**config.mk**
```make
export PLATFORM = sky130hd
export DESIGN_NAME = multi_ch_readout_seq
export DESIGN_NICKNAME = d
export VERILOG_FILES = /design/src/rtl/multi_ch_readout_seq.sv
export SDC_FILE = /design/constraint.sdc
export NUM_CORES = 1
export LEC_CHECK = 0
export BUFFER_PORTS_ARGS = -buffer_cell sky130_fd_sc_hd__buf_2
export CAP_MARGIN = 20
export CORE_MARGIN = 2
export CORE_UTILIZATION = 53
export CTS_BUF_LIST = sky130_fd_sc_hd__clkbuf_4 sky130_fd_sc_hd__clkbuf_8
export CTS_CLUSTER_DIAMETER = 100
export DETAILED_ROUTE_END_ITERATION = 8
export HOLD_SLACK_MARGIN = 0.03
export PLACE_DENSITY_LB_ADDON = 0.15
export SKIP_CTS_REPAIR_TIMING = 1
export SLEW_MARGIN = 40
export SYNTH_ARGS = -nofsm -noshare
export SYNTH_HDL_FRONTEND = slang
export SYNTH_SLANG_ARGS = --single-unit
```
**constraint.sdc**
```tcl
create_clock -name clk -period 2.4 [get_ports clk]
set_input_delay 0.48 -clock clk [delete_from_list [all_inputs] [get_ports clk]]
set_output_delay 0.48 -clock clk [all_outputs]
set_load 0.01 [all_outputs]
```
**src/rtl/multi_ch_readout_seq.sv**
```systemverilog
// Readout sequencer: trigger counting, back-to-back masked channel reads, ADC_LAT-aligned FIFO write enable; READOUT_TIMEOUT_EN adds a WAIT_TRIG watchdog.
// Latency: start->read clock 1 cycle, read clock->adc_read_en ADC_LAT cycles; no backpressure, sw_abort flushes everything in 1 cycle.
module multi_ch_readout_seq #(
   parameter int NUM_CH         = 4,
   parameter int SAMPLES_MAX    = 1280,
   parameter int ADC_LAT        = 3,
   parameter int TRIG_CNT_W     = 16,
   parameter int TIMEOUT_CYCLES = 4000000
) (
   input  logic                           clk,
   input  logic                           rstn,
   input  logic [NUM_CH-1:0]              trig_from_chip,
   input  logic [NUM_CH-1:0]              cfg_ch_mask,
   input  logic [$clog2(SAMPLES_MAX):0]   cfg_num_samples,
   input  logic                           cfg_auto_mode,
   input  logic                           sw_start,
   input  logic                           sw_abort,
   output logic [NUM_CH-1:0]              chip_read_clk_en,
   output logic                           adc_read_en,
   output logic [$clog2(NUM_CH)-1:0]      adc_ch,
   output logic [NUM_CH*TRIG_CNT_W-1:0]   trig_count,
   output logic                           busy,
   output logic                           done,
   output logic                           start_err,
   output logic                           aborted
);

   localparam int CHW = $clog2(NUM_CH);
   localparam int SW  = $clog2(SAMPLES_MAX) + 1;
   localparam logic [SW-1:0] SMAX = SW'(SAMPLES_MAX);

   typedef enum logic [1:0] {IDLE, WAIT_TRIG, READ, DRAIN} state_t;

   state_t                state, state_nxt;
   logic [NUM_CH-1:0]     trig_s1, trig_s2, trig_s3, trig_rise;
   logic [TRIG_CNT_W-1:0] cnt [NUM_CH];
   logic [NUM_CH-1:0]     mask_q, seen, seen_nxt;
   logic [SW-1:0]         n_q, n_clamp, smp_cnt;
   logic [CHW-1:0]        cur_ch, low_ch, nxt_ch;
   logic                  nxt_found, smp_last, all_seen;
   logic [3:0]            drain_cnt;
   logic                  start_ok, abort_go, timeout_go, done_go, start_err_go;
   logic [ADC_LAT-1:0]    pipe_en;
   logic [CHW-1:0]        pipe_ch [ADC_LAT];

   // Triggers: 2-FF synchroniser plus one stage for rising-edge detect
   always_ff @(posedge clk or negedge rstn) begin
      if (!rstn) begin
         trig_s1 <= '0;
         trig_s2 <= '0;
         trig_s3 <= '0;
         for (int i = 0; i < NUM_CH; i++) cnt[i] <= '0;
      end else begin
         trig_s1 <= trig_from_chip;
         trig_s2 <= trig_s1;
         trig_s3 <= trig_s2;
         for (int i = 0; i < NUM_CH; i++)
            if (trig_rise[i]) cnt[i] <= cnt[i] + 1'b1;
      end
   end

   assign trig_rise = trig_s2 & ~trig_s3;

   for (genvar g = 0; g < NUM_CH; g++) begin : g_cnt
      assign trig_count[g*TRIG_CNT_W +: TRIG_CNT_W] = cnt[g];
   end

   assign n_clamp  = (cfg_num_samples == '0 || cfg_num_samples > SMAX) ? SMAX : cfg_num_samples;
   assign start_ok = sw_start && (cfg_ch_mask != '0);
   assign seen_nxt = seen | (trig_rise & mask_q);
   assign all_seen = (seen_nxt == mask_q);
   assign smp_last = (smp_cnt == n_q - 1'b1);

   always_comb begin
      low_ch = '0;
      for (int i = NUM_CH - 1; i >= 0; i--)
         if (cfg_ch_mask[i]) low_ch = CHW'(i);
   end

   always_comb begin
      nxt_found = 1'b0;
      nxt_ch    = '0;
      for (int i = NUM_CH - 1; i >= 0; i--)
         if (mask_q[i] && i > int'(cur_ch)) begin
            nxt_found = 1'b1;
            nxt_ch    = CHW'(i);
         end
   end

`ifdef READOUT_TIMEOUT_EN
   localparam int TOW = $clog2(TIMEOUT_CYCLES + 1);
   logic [TOW-1:0] to_cnt;

   always_ff @(posedge clk or negedge rstn) begin
      if (!rstn)                  to_cnt <= '0;
      else if (state != WAIT_TRIG) to_cnt <= '0;
      else                        to_cnt <= to_cnt + 1'b1;
   end

   assign timeout_go = (state == WAIT_TRIG) && !all_seen && !sw_abort &&
                       (to_cnt == TOW'(TIMEOUT_CYCLES - 1));
`else
   assign timeout_go = 1'b0;
   if (TIMEOUT_CYCLES < 1) begin : g_timeout_unused
   end
`endif

   assign abort_go     = sw_abort && (state != IDLE);
   assign done_go      = (state == DRAIN) && (drain_cnt == 4'(ADC_LAT - 1)) && !abort_go;
   assign start_err_go = sw_start && ((state == IDLE) ? (cfg_ch_mask == '0) : !abort_go);

   always_ff @(posedge clk or negedge rstn) begin
      if (!rstn) state <= IDLE;
      else       state <= state_nxt;
   end

   always_comb begin
      state_nxt = state;
      case (state)
         IDLE:      if (start_ok) state_nxt = cfg_auto_mode ? WAIT_TRIG : READ;
         WAIT_TRIG: if (all_seen) state_nxt = READ;
                    else if (timeout_go) state_nxt = IDLE;
         READ:      if (smp_last && !nxt_found) state_nxt = DRAIN;
         DRAIN:     if (drain_cnt == 4'(ADC_LAT - 1)) state_nxt = IDLE;
         default:   state_nxt = IDLE;
      endcase
      if (abort_go) state_nxt = IDLE;
   end

   always_comb begin
      chip_read_clk_en = '0;
      if (state == READ) chip_read_clk_en[cur_ch] = 1'b1;
      busy = (state != IDLE);
   end

   // cur_ch is loaded with the lowest mask bit at start, so WAIT_TRIG->READ needs no reload
   always_ff @(posedge clk or negedge rstn) begin
      if (!rstn) begin
         mask_q    <= '0;
         n_q       <= '0;
         cur_ch    <= '0;
         smp_cnt   <= '0;
         seen      <= '0;
         drain_cnt <= '0;
      end else begin
         case (state)
            IDLE: if (start_ok) begin
               mask_q  <= cfg_ch_mask;
               n_q     <= n_clamp;
               cur_ch  <= low_ch;
               smp_cnt <= '0;
               seen    <= '0;
            end
            WAIT_TRIG: seen <= seen_nxt;
            READ: begin
               if (smp_last) begin
                  smp_cnt   <= '0;
                  drain_cnt <= '0;
                  if (nxt_found) cur_ch <= nxt_ch;
               end else begin
                  smp_cnt <= smp_cnt + 1'b1;
               end
            end
            DRAIN: drain_cnt <= drain_cnt + 1'b1;
            default: ;
         endcase
      end
   end

   always_ff @(posedge clk or negedge rstn) begin
      if (!rstn) begin
         done      <= 1'b0;
         aborted   <= 1'b0;
         start_err <= 1'b0;
      end else begin
         done      <= done_go;
         aborted   <= abort_go | timeout_go;
         start_err <= start_err_go;
      end
   end

   always_ff @(posedge clk or negedge rstn) begin
      if (!rstn) begin
         pipe_en <= '0;
         for (int i = 0; i < ADC_LAT; i++) pipe_ch[i] <= '0;
      end else if (abort_go) begin
         pipe_en <= '0;
         for (int i = 0; i < ADC_LAT; i++) pipe_ch[i] <= '0;
      end else begin
         pipe_en[0] <= |chip_read_clk_en;
         pipe_ch[0] <= cur_ch;
         for (int i = 1; i < ADC_LAT; i++) begin
            pipe_en[i] <= pipe_en[i-1];
            pipe_ch[i] <= pipe_ch[i-1];
         end
      end
   end

   assign adc_read_en = pipe_en[ADC_LAT-1];
   assign adc_ch      = pipe_ch[ADC_LAT-1];

endmodule
```
==> results of run 1 <==
cells in the final DEF, fill, tap and decap left out, types with 3 or more instances in the layout:
master     netlist  routed
dfrtp_1        128     126
buf_2            1      98
buf_4            3      62
nand2_1         61      61
xnor2_1         52      51
nor2_1          45      45
xor2_1          27      26
o21ai_0         26      25
nand3_1         24      24
inv_1           19      19
and3_1          18      18
clkbuf_8         0      18
nand4_1         17      17
a21oi_1         14      14
and2_1          11      11
nor3_1          12      10
ha_1            12      10
a31oi_1          8       8
nand2b_1         7       7
mux2_2           7       6
nor2b_1          7       6
a22o_1           6       6
bufinv_16        0       6
nor4_1           6       5
nand3b_1         5       5
or3_4            0       3
and4_1           3       3
nor3_2           1       3
o211ai_1         3       3
clkinv_2         0       3
metrics by stage:
stage | power (mW) | std cells
final | 8.63 | 905
after global routing | 9.16 | 905
after CTS | 8.46 | 903
after detailed placement | 6.19 | 871
after global placement | 6.11 | 871
after floorplan | 4.88 | 589
kinds of logic after synthesis:
family                   after synthesis
flip-flops                           128
AO/OA/AOI/OAI                         85
XOR/XNOR                              79
multiplexers                          10
AND/OR/NAND/NOR                      234
buffers and inverters                 41
adder cells (fa/ha/maj)               12
worst reg2reg max path, cell delays in order (launching register included):
cell and delay [ps]:
dfrtp_1 410, buf_4 150, or3_4 410, a2111o_1 360, mux2i_1 150, mux2_4 190
nand4_1 130, a211oi_2 280, mux2_1 340
layout make-up:
| class | instances | share of cell area, % |
|---|---|---|
| clock buffer | 18 | 3.18 |
| clock inverter | 14 | 3.03 |
| inverter | 19 | 0.915 |
| multi-input combinational | 420 | 36.6 |
| sequential | 128 | 41.1 |
| tap | 143 | 2.29 |
| timing repair buffer | 163 | 12.9 |
sequential cells by signal, summed over array words and instances, names as in the netlist:
signal,cells
state,2
pipe_en,3
smp_cnt,12
trig_s2,4
pipe_ch,4
drain_cnt,4
aborted,1
seen,4
mask_q,4
trig_s3,4
n_q,12
done,1
start_err,1
trig_s1,4
trig_count,64
adc_ch,2
cur_ch,2
where the power goes:
group          internal [mW]  switching [mW]  leakage (nW)  total [mW]
clock network           1.37           0.883         0.239        2.25
registers               2.62           0.479          1.68        3.10
logic                   1.62            1.67          1.86        3.28
total                   5.60            3.03          3.78        8.63
layer usage:
layer	part of all wire [%]	vias to the layer above	GRT usage [%]
met3	4.0	24	5.30
met1	44	2382	30.5
met4	1.9	0	9.79
met5	0	-	0
met2	50	116	37.8
li1	-	2370	-
final timing paths:
| path | to | start | slack [ps] | cells after the start |
|---|---|---|---|---|
| setup / recovery | state[1]$_DFFE_PN0P_ | n_q[6]$_DFFE_PN0P_ | -130 | 8 |
| hold / removal | trig_s1[3]$_DFF_PN0_ | trig_from_chip[3] | 130 | 1 |
| setup reg to reg | state[1]$_DFFE_PN0P_ | n_q[6]$_DFFE_PN0P_ | -130 | 8 |
| hold reg to reg | trig_s2[1]$_DFF_PN0_ | trig_s1[1]$_DFF_PN0_ | 350 | 0 |
| max in group asynchronous | trig_count[40]$_DFFE_PN0P_ | rstn | 1230 | 3 |
| min in group asynchronous | trig_count[24]$_DFFE_PN0P_ | rstn | 540 | 2 |
==> reports/results.ini, run 1 <==
[synth]
synthCells=589
yosys.area.top_type=dfrtp_1
synth_fa_ha_area_share_pct=2.46
synth_edf_count=0
yosysSeqAreaShare_pct=52.5
synth.distinct_cells=59
synth_area_leaders=dfrtp_1 52%, xnor2_1 7.5%, xor2_1 3.9%
synth_mux_area_share_pct=1.80
synth_xor_area_share_pct=11.3
ys_async_sr_fraction_pct=100
synth_top_family_by_area=simple AND/OR/NAND/NOR gates
synth_commonest_cells=128 x dfrtp_1, 61 x nand2_1, 52 x xnor2_1
synth-warning-count=0
ys.flop_type=dfrtp_1
syn_area_um2=6100
synth.top_cell.area_share_pct=52.5
syn_nets=626
synth_compound_area_share_pct=9.25
synthSimpleGateAreaFrac_pct=19.7
yosysMostFrequentCell=dfrtp_1
syn_avg_cell_area_um2=10.4
synth_seq_cells=128

[final_layout]
antenna_cells=0
final_nets=786
drive_gt1_share_pct=30.1
nFillCells=902
design_area_um2=7800
multiInputGateArea_um2=2850
seqCellArea_um2=3210
post-route-util_pct=68.9
syn2layout_area_growth_pct=27.8

[drt]
wl_per_cell_um=15.5
ant_nets=0
drtIter0Drc=230
dr.pass1.iters=4
drc=0
wl_um=14000
avgViaCountPerCell=5.41
vias=4892

[floorplan]
die_y_um=111
initial_utilization_pct=53.9
coreArea_um2=11300
die_w_um=111
ios=100
rows=39
dieArea_um2=12400

[cts]
clk_latency_ps=450
clk_pin_slew_ps=80
htreeDepth=4
cts-root-buf=clkbuf_8
tritoncts=built
cts_buffer_depth=2
cts_sinks=128
cts_buffers=17

[setup_path]
cp_num_buf_inv=1
critPathLaunchType=flop
cp.required_ps=2740
crit_family=multiplexers
crit_path_cell_trace=buf_4, or3_4, a2111o_1, mux2i_1, mux2_4, nand4_1, a211oi_2, mux2_1
endpoint_kind=flop
path_class=flop to flop
max_stage_delay_ps=410
cp_slowest_cell=dfrtp_1
cp.arrival_ps=2870
worstPathMaxFanout=4

[run]
cap_violations=0

[timing]
hold_ws_ps=133
worst_slew_pin_slew_ps=514
finalSetupTns_ps=-1050
period_needed_ps=2530
slew_viol_final=0
finalSetupViolCount=17
period_share_pct=105
slew_headroom_pct=65.7
setup_slack_ps=-128
hold_viol=0
rsz0062_at_grt=true
fmax_ghz=0.396
clock_skew_ps=13.2

[status]
violations=negative setup slack
status=finished with violations

[power]
p_leak_nw=3.78
irDropWorstVdd_mv=0.746
power_density_nw_per_um2=1110

[grt]
grtUsageTotal_pct=23.3
grt_overflow_total=0
grt_pass1_wl_um=22900
grt_pass1_vias=4784
grt_max_degree=50
antenna_found_initial=0

[placement]
dp.final_hpwl_um=10300
postPlaceCellArea_um2=7190
gp_congestion=0.847
post-place-ws_ps=-121
place.port_buffers=99

[worst_hold_path]
hold_class=input pin to flop

Power figures use the tool's default switching activity.
==> run 2: changes to the inputs <==
--- a/config.mk
+++ b/config.mk
@@ -5,6 +5,7 @@
 export SDC_FILE = /design/constraint.sdc
 export NUM_CORES = 1
 export LEC_CHECK = 0
+export ABC_AREA = 1
 export BUFFER_PORTS_ARGS = -buffer_cell sky130_fd_sc_hd__buf_2
 export CAP_MARGIN = 20
 export CORE_MARGIN = 2
==> reports/results.ini, run 2 <==
[power]
p_total_mw=7.81
seqPwrFrac_pct=38.9
swShare_pct=38.5
power_density_nw_per_um2=1040
pwr-share-comb_pct=35.9
netSwitchingPower_mw=3.01
clockPowerShare_pct=25.2
p_int_mw=4.80
irDropWorstVdd_mv=0.543
p_leak_nw=3.91

[synth]
synth.distinct_cells=37
yosysSeqAreaShare_pct=50.9
synth_edf_count=0
syn_avg_cell_area_um2=8.91
syn_area_um2=6290
syn_nets=743
synth.top_cell.area_share_pct=50.9
synth-warning-count=0
synth_commonest_cells=135 x nand2_1, 128 x dfrtp_1, 90 x inv_1
ys.flop_type=dfrtp_1
synth_area_leaders=dfrtp_1 51%, nand2_1 8.1%, xor2_1 6.8%
synthCells=706
ys_async_sr_fraction_pct=100
synth_seq_cells=128
yosys.area.top_type=dfrtp_1
yosysMostFrequentCell=nand2_1

[final_layout]
final_nets=863
fin_cells=981
final_cell_mix=135 x nand2_1, 128 x dfrtp_1, 98 x buf_2, 88 x inv_1, 67 x nand3_1
post-route-util_pct=64.9
syn2layout_area_growth_pct=18.9
antenna_cells=0
largest_reg_flops=64
mostFrequentLayoutCell=nand2_1
drive_gt1_share_pct=21.8

[worst_hold_path]
min-delay-start=trig_from_chip[0]
min_to=trig_s1[0]$_DFF_PN0_
hold_class=input pin to flop
min_path_cells=1

[floorplan]
die_y_um=113
dieArea_um2=12800
ios=100
coreArea_um2=11500
rows=39
die_w_um=113
initial_utilization_pct=54.6

[placement]
place.port_buffers=99
dp.final_hpwl_um=9860
gp_congestion=0.926
placed_cells=945

[setup_path]
worstPathMaxFanout=6
cp.required_ps=1920
r2r_slack_ps=240
r2r_end=cur_ch[1]$_DFFE_PN0P_
r2r_start=n_q[0]$_DFFE_PN0P_
reg2regPathDepth=15
critPathLaunchType=flop
endpoint_kind=output pin
cp.arrival_ps=1810
path_class=flop to output pin

[status]
status=finished with violations
violations=design-rule violations

[drt]
ant_nets=0
drtIter0Drc=341
drc=12
dr.pass1.iters=6
wl_um=13300
vias=5120
wl_per_cell_um=13.6
avgViaCountPerCell=5.22

[grt]
grtUsageTotal_pct=22.4
grt_max_degree=44
grt_overflow_total=0
antenna_found_initial=0
grt_pass1_vias=4939
grt_pass1_wl_um=22800

[timing]
clock_skew_ps=11.5
slew_headroom_pct=67.1
finalSetupViolCount=0
slew_viol_final=0
period_needed_ps=2290
finalSetupTns_ps=0
worst_slew_pin_slew_ps=493
fmax_ghz=0.436
rsz0062_at_grt=false
period_share_pct=95.6
hold_viol=0

[cts]
tritoncts=built
clk_latency_ps=440
htreeDepth=4
cts_buffer_depth=2
clk_pin_slew_ps=70
cts_buffers=17
cts_sinks=128
cts-root-buf=clkbuf_8

[run]
cap_violations=0

-- run 2: worst max path at each step --
| stage | from | end | slack, ps | cells after the start |
|---|---|---|---|---|
| after floorplan | n_q[0]$_DFFE_PN0P_ | smp_cnt[8]$_DFFE_PN0P_ | 580 | 14 |
| after detailed placement | n_q[0]$_DFFE_PN0P_ | cur_ch[1]$_DFFE_PN0P_ | 300 | 15 |
| after CTS | state[0]$_DFFE_PN0P_ | chip_read_clk_en[0] | -0.5 | 6 |
| after global placement | n_q[0]$_DFFE_PN0P_ | cur_ch[1]$_DFFE_PN0P_ | 410 | 15 |
| final | state[0]$_DFFE_PN0P_ | chip_read_clk_en[0] | 110 | 6 |
| after global routing | state[0]$_DFFE_PN0P_ | chip_read_clk_en[0] | 0.5 | 6 |
-- run 2: layout make-up --
cell class	instances	area [µm²]
Sequential cell	128	3200
Inverter	97	368
Timing Repair Buffer	111	619
Multi-Input combinational cell	471	2690
Clock buffer	26	320
Tap cell	143	179
Clock inverter	5	103
Fill cell	957	4040
-- run 2: metal layers --
| layer | part of all wire (%) | track usage (%) | vias up |
|---|---|---|---|
| met5 | 0 | 0 | - |
| met4 | 2.4 | 10.8 | 0 |
| met3 | 5.8 | 4.98 | 26 |
| met2 | 46 | 34.5 | 145 |
| met1 | 46 | 30.2 | 2450 |
| li1 | - | - | 2499 |
-- run 2: cell families after synthesis --
family                     count (synthesis)  share of synthesized area, %
and+or+nand+nor                          327                          24.6
AOI/OAI and AO/OA                         58                          4.83
DFF                                      128                          50.9
buffers and inverters                    107                          6.88
xor gates and xnor gates                  72                          10.0
adders and majority gates                 12                          2.39
muxes                                      2                         0.358
-- run 2: power by group through the flow --
stage / Sequential [mW] / Clock [mW] / Combinational [mW]
2_1_floorplan: 3.04 / 0 / 1.93
3_5_place_dp: 3.05 / 0 / 2.68
3_3_place_gp: 3.03 / 0 / 2.62
4_1_cts: 3.02 / 2.01 / 2.71
6_report: 3.04 / 1.97 / 2.81
5_1_grt: 3.10 / 2.09 / 3.18
-- run 2: worst max-delay path, cell delays in order (launching register included) --
cell and delay [ps]:
dfrtp_1 430, inv_2 90, ha_2 190, buf_6 130, clkinvlp_4 180, nor3_4 210, buf_2 160
-- run 2: through the flow --
step	instance area [µm²]	hold WS, ps	setup WS [ps]
final	7480	145	106
after global routing	7480	122	0.488
after CTS	7400	-0.111	-0.538
after detailed placement	6980	346	297
after global placement	6980	334	411
after floorplan	6290	184	576
